==> src/rtl/ddr5_phy_crc_insert.sv <==
// DDR5 write-path CRC transmitter: forwards 8-beat write bursts with one register
// stage and, when write CRC is enabled, appends a per-nibble CRC-8 beat as beat 9.
module ddr5_phy_crc_insert #(
   parameter int pDRAM_SIZE = 4
) (
   input  logic                    clk_i,
   input  logic                    rst_i,
   input  logic                    crc_en_i,
   input  logic                    wrdata_valid_i,
   input  logic [2*pDRAM_SIZE-1:0] wrdata_i,
   output logic                    wrdata_ready_o,
   output logic                    wrdata_valid_o,
   output logic [2*pDRAM_SIZE-1:0] wrdata_o,
   output logic                    crc_beat_o
);

   localparam int W   = 2 * pDRAM_SIZE;
   localparam int NIB = pDRAM_SIZE / 4;

   typedef enum logic [1:0] {
      ST_IDLE,
      ST_DATA,
      ST_CRC
   } state_t;

   state_t               state_q, state_d;
   logic [3:0]           cnt_q, cnt_d;
   logic                 en_q, en_d;
   logic [NIB*8-1:0]     crc_q, crc_d;
   logic                 valid_q, valid_d;
   logic [W-1:0]         data_q, data_d;
   logic                 crcb_q, crcb_d;

   logic                 accept;
   logic [NIB*8-1:0]     crc_base;
   logic [NIB*8-1:0]     crc_next;
   logic [W-1:0]         crc_word;

   // Serial CRC-8 (x^8+x^2+x+1) over one beat of a nibble: UI 2k DQ0..3, then UI 2k+1 DQ0..3.
   function automatic logic [7:0] crc8_step(input logic [7:0] c_in,
                                            input logic [3:0] ui_a,
                                            input logic [3:0] ui_b);
      logic [7:0] c;
      logic [7:0] bits;
      logic       fb;
      c    = c_in;
      bits = {ui_b, ui_a};
      for (int unsigned i = 0; i < 8; i++) begin
         fb = c[7] ^ bits[i];
         c  = {c[6:0], 1'b0} ^ (fb ? 8'h07 : 8'h00);
      end
      return c;
   endfunction

   assign wrdata_ready_o = (state_q != ST_CRC);
   assign accept         = wrdata_valid_i && wrdata_ready_o;

   // The first beat of a burst starts from a zero CRC rather than the stale register.
   always_comb begin
      crc_base = (state_q == ST_IDLE) ? '0 : crc_q;
      crc_next = '0;
      crc_word = '0;
      for (int unsigned n = 0; n < NIB; n++) begin
         crc_next[8*n +: 8] = crc8_step(crc_base[8*n +: 8], wrdata_i[4*n +: 4],
                                        wrdata_i[pDRAM_SIZE + 4*n +: 4]);
         crc_word[4*n +: 4]              = crc_q[8*n +: 4];
         crc_word[pDRAM_SIZE + 4*n +: 4] = crc_q[8*n + 4 +: 4];
      end
   end

   always_comb begin
      state_d = state_q;
      cnt_d   = cnt_q;
      en_d    = en_q;
      crc_d   = crc_q;
      valid_d = 1'b0;
      data_d  = data_q;
      crcb_d  = 1'b0;

      if (accept) begin
         valid_d = 1'b1;
         data_d  = wrdata_i;
         crc_d   = crc_next;
      end

      case (state_q)
         ST_IDLE: begin
            if (accept) begin
               state_d = ST_DATA;
               cnt_d   = 4'd1;
               en_d    = crc_en_i;
            end
         end
         ST_DATA: begin
            if (accept) begin
               cnt_d = cnt_q + 4'd1;
               if (cnt_q == 4'd7) begin
                  state_d = en_q ? ST_CRC : ST_IDLE;
               end
            end
         end
         ST_CRC: begin
            valid_d = 1'b1;
            data_d  = crc_word;
            crcb_d  = 1'b1;
            state_d = ST_IDLE;
         end
         default: state_d = ST_IDLE;
      endcase
   end

   always_ff @(posedge clk_i or posedge rst_i) begin
      if (rst_i) begin
         state_q <= ST_IDLE;
         cnt_q   <= '0;
         en_q    <= 1'b0;
         crc_q   <= '0;
         valid_q <= 1'b0;
         data_q  <= '0;
         crcb_q  <= 1'b0;
      end else begin
         state_q <= state_d;
         cnt_q   <= cnt_d;
         en_q    <= en_d;
         crc_q   <= crc_d;
         valid_q <= valid_d;
         data_q  <= data_d;
         crcb_q  <= crcb_d;
      end
   end

   assign wrdata_valid_o = valid_q;
   assign wrdata_o       = data_q;
   assign crc_beat_o     = crcb_q;

endmodule

==> config.mk <==
export PLATFORM = sky130hd
export DESIGN_NAME = ddr5_phy_crc_insert
export DESIGN_NICKNAME = d
export VERILOG_FILES = /design/src/rtl/ddr5_phy_crc_insert.sv
export SDC_FILE = /design/constraint.sdc
export NUM_CORES = 1
export LEC_CHECK = 0
export ABC_AREA = 1
export CAP_MARGIN = 10
export CORE_ASPECT_RATIO = 0.75
export CORE_MARGIN = 3
export CORE_UTILIZATION = 50
export DETAILED_ROUTE_END_ITERATION = 7
export HOLD_SLACK_MARGIN = 0.1
export PLACE_DENSITY = 0.78
export RECOVER_POWER = 100
export SYNTH_ARGS = -nofsm -noshare
export SYNTH_HDL_FRONTEND = slang
export SYNTH_SLANG_ARGS = --single-unit
==> constraint.sdc <==
create_clock -name clk_i -period 3.6 [get_ports clk_i]
set_clock_uncertainty 0.2 [all_clocks]
set_input_delay 0.72 -clock clk_i [delete_from_list [all_inputs] [get_ports clk_i]]
set_output_delay 0.72 -clock clk_i [all_outputs]
set_load 0.005 [all_outputs]
# --- Word-level counts from Yosys, hierarchy flattened ---
# Index checks and enable logic that the tools add are counted.
op_classes:
  addsub: 1
  eq_ne: 7
  muxes: 22
  bitwise_logic: 16
  reduce_logical: 7
ops:
  columns: ["op", "count"]
  rows:
  - ["$xor 8x3->8", 8]
  - ["$mux 3", 8]
  - ["$mux 8", 3]
  - ["$mux 2", 4]
  - ["$mux 4", 2]
  - ["$ne 2x2->1 const B", 4]
  - ["$pmux 4 s2", 1]
  - ["$xor 1x1->1", 8]
  - ["$reduce_and 3->1", 2]
  - ["$add 4x1->4 const B", 1]
  - ["$eq 4x3->1 const B", 1]
  - ["$pmux 2 s2", 1]
  - ["$reduce_bool 2->1", 2]
  - ["$mux 1", 3]
  - ["$eq 2x1->1 const B", 1]
  - ["$eq 2x2->1 const B", 1]
  - ["$logic_not 2->1", 1]
  - ["$reduce_and 2->1", 1]
  - ["$logic_and 1x1->1", 1]
word_totals:
  reg_bits: 25

# --- Logic depth before layout (Yosys ltp) ---
depth:
  word_depth: 26
  mapped_depth: 13

# --- Worst setup path before layout ---
# No wires, ideal clock.
synth_timing:
  path_kind: "reg2out"
  start: "register state_q[0]"
  end: "output wrdata_ready_o"
  t_arrival_ns: 0.780
  t_required_ns: 2.680
  setup_slack_ns: 1.900
  stages_incl_launch_ff: 3
  n_path_buf: 0
  path_cell_list: "dfrtp_1 nor2_2 inv_1"
synth_via:
  elab_chain_cells: 1
synth_rtl:
  columns: ["element", "line", "source"]
  rows:
  - ["start: declaration", "26", "state_t state_q, state_d;"]
  - ["start signal: assignment", "122", "state_q <= state_d;"]
  - ["$ne 2x2->1", "55", "assign wrdata_ready_o = (state_q != ST_CRC);"]
  - ["end: declaration", "11", "output logic wrdata_ready_o,"]
# No other way between the ends.

# --- Worst setup path after layout ---
layout_timing:
  start: "register state_q[1]"
  end: "output wrdata_ready_o"
# Same word-level chain as after synthesis.

==> results.py <==
metrics = {
    "timing": {
        "setup_viol": 0,
        "slew_headroom": 0.359,
        "fin_crit_sh": 0.853,
        "fin_crit_ns": 3.07,
        "fmax_mhz": 326,
        "worst_pin_slew_ns": 0.960,
        "rsz0062_at_grt": "false",
        "hold_viol": 0,
        "setup_tns_ns": 0,
        "drv_slew": 0,
    },
    "placement": {
        "io_buffers": 22,
        "dpl-instance-area_sq_um": 1770,
        "post-dp-hpwl_mm": 2.72,
        "dp.cells": 257,
        "routabilityCongestion": 0.940,
    },
    "status": {
        "status": "completed",
    },
    "power": {
        "p_int_mw": 0.740,
        "seqPwrFrac": 0.341,
        "vdd.ir_drop.worst_uv": 407,
        "swShare": 0.474,
        "pwr-share-comb": 0.542,
        "p_switching_mw": 0.666,
        "finalPower_mw": 1.41,
        "p_clk_frac": 0.117,
        "leakage_nw": 0.904,
        "pwr_density_cell_nw_per_um2": 781,
    },
    "detailed_routing": {
        "remaining_drc_errors": 0,
        "wl_mm": 3.57,
        "dr.pass1.iters": 4,
        "vias_per_cell": 5.41,
        "post_drt_wl_per_cell_um": 13.7,
        "vias": 1412,
        "detail_route.iter0.violations": 128,
        "ant_nets": 0,
    },
    "clock_network": {
        "h-tree-depth": 1,
        "clock_latency_ns": 0.27,
        "clk_pin_slew_ns": 0.07,
        "postCtsHoldBufs": 0,
        "cts_tree": "yes",
        "cts_made_buffers": 3,
        "clk_path_buf_depth": 2,
        "cts_resized": 0,
        "post_cts_buffers": 0,
        "cts_sinks": 25,
        "clock-root-buffer": "clkbuf_8",
    },
    "layout": {
        "synthToLayoutAreaGrowth_pct": 18.0,
        "layout-drive-gt1-share": 0.129,
        "final_cell_count_no_fill": 261,
        "fill_cells": 240,
        "final_cell_area_sq_um": 1800,
        "ff_latch_area_sq_um": 626,
        "multiInputGateArea_sq_um": 767,
        "finalCoreUtilization": 0.652,
        "antenna_cells": 0,
        "nets": 239,
    },
    "floorplanning": {
        "pin_count": 23,
        "die_area_sq_um": 3760,
        "start_util": 0.553,
        "core_area_sq_um": 2760,
        "std_cell_rows": 16,
        "fp.dieW_um": 69.8,
        "die_y_um": 53.9,
    },
    "global_routing": {
        "grt-ovfl-total": 0,
        "antenna_found_initial": 0,
        "grt_pass1_vias": 1364,
        "grt_first_pass_wirelength_mm": 6.07,
        "grt_util_all_layers": 0.205,
        "grt_max_degree": 26,
    },
    "synth": {
        "synth_top_area_cell": "dfrtp_1",
        "synth_cell_type_count": 22,
        "syn_inst": 201,
        "synth_ff_type": "dfrtp_1",
        "synthesis.nets": 214,
        "avgSynthCellArea_sq_um": 7.59,
        "ys_top_cells_by_area": "dfrtp_1, nand2_1, nand2_2, nand3_1, inv_1",
        "yosysSeqAreaShare": 0.410,
        "synth_top_area_share": 0.410,
        "ys_seq_elements": 25,
        "ys_top_cells_by_count": "nand2_1, dfrtp_1, inv_1, nand3_1, nand2_2",
        "synth_edf_count": 0,
        "synth.most_common_cell": "nand2_1",
        "ys_warn_count": 0,
        "synthesis.area_sq_um": 1530,
        "synth-async-reset-ratio": 1.00,
    },
    "flow_run": {
        "drv_cap": 0,
    },
    "setup_path": {
        "cp_max_fo": 9,
        "start_kind": "flip-flop",
        "endpoint_kind": "output port",
        "path_class": "flip-flop to output port",
        "worstPathRequired_ns": 2.68,
        "critical_path_arrival_ns": 2.15,
    },
    "hold_path": {
        "min_path_type": "flip-flop to flip-flop",
    },
}
-- registers in the layout (all words and copies together), names as in the netlist --
signal          cells
cnt_q               4
crc_beat_o          1
crc_q               8
en_q                1
state_q             2
wrdata_o            8
wrdata_valid_o      1
-- power groups by stage --
stage | combinational, mW | clock [mW] | sequential, mW
after floorplan | 0.596 | 0 | 0.468
after CTS | 0.776 | 0.170 | 0.480
after global placement | 0.739 | 0 | 0.476
final | 0.762 | 0.165 | 0.480
after detailed placement | 0.769 | 0 | 0.483
after global routing | 0.851 | 0.182 | 0.494
-- stage by stage --
stage               hold slack, ns  setup slack [ns]
floorplan                    0.277              1.90
global placement             0.283              1.16
detailed placement           0.287              1.08
CTS                          0.309             0.904
global route                 0.323             0.436
finish                       0.300             0.530
-- kinds of logic after synthesis --
logic type	share of synthesized area
AO/OA/AOI/OAI	0.0852
AND/OR/NAND/NOR	0.361
adder cells (fa/ha/maj)	0.00820
flip-flops	0.410
buffers and inverters	0.0811
XOR/XNOR	0.0549
-- path summary, 6_finish.rpt --
| path | start | to | slack (ns) | depth (start not counted) |
|---|---|---|---|---|
| worst min-delay path | wrdata_o[6] | wrdata_o[6] | 0.30 | 2 |
| max in group asynchronous | rst_i | state_q[1] | 1.70 | 2 |
| worst min register to register | wrdata_o[6] | wrdata_o[6] | 0.30 | 2 |
| worst max-delay path | state_q[1] | wrdata_ready_o | 0.53 | 4 |
| worst max register to register | state_q[1] | cnt_q[2] | 1.10 | 9 |
| min in group asynchronous | rst_i | cnt_q[3] | 0.90 | 2 |
-- worst max-delay path, stage by stage, from the launching register on --
cell and delay, ns:
dfrtp_1 0.42, inv_1 0.09, nor2_1 0.51, inv_1 0.23
dlygate4sd3_1 0.63
-- placed cells by master (no fill, tap or decap) --
master	n
nor3_1	1
a21oi_1	3
dfrtp_1	25
o21ai_0	7
ha_1	1
o221ai_1	2
clkbuf_8	3
nand3_1	18
o211ai_1	6
nor2_1	8
dlygate4sd3_1	13
clkbuf_1	2
nand2_2	17
inv_1	23
o31ai_1	1
o21ai_1	2
nand2_4	3
xor2_2	2
inv_2	2
xor2_1	5
clkdlybuf4s50_1	9
nand2_1	70
nand3_2	2
-- metal layers --
metal	part of all wire	track usage	wire length (um)
met2	0.45	0.345	1630
met5	0	0	0
met1	0.45	0.270	1620
met3	0.072	0.0485	258
met4	0.019	0.0573	68
-- final cells by class --
class                      count  area share
clock buffer                   4      0.0250
inverter                      25      0.0521
multi-input combinational    148       0.426
sequential                    25       0.347
tap                           36      0.0250
timing repair buffer          23       0.124
Note: power is estimated with default switching activity, not from simulation.
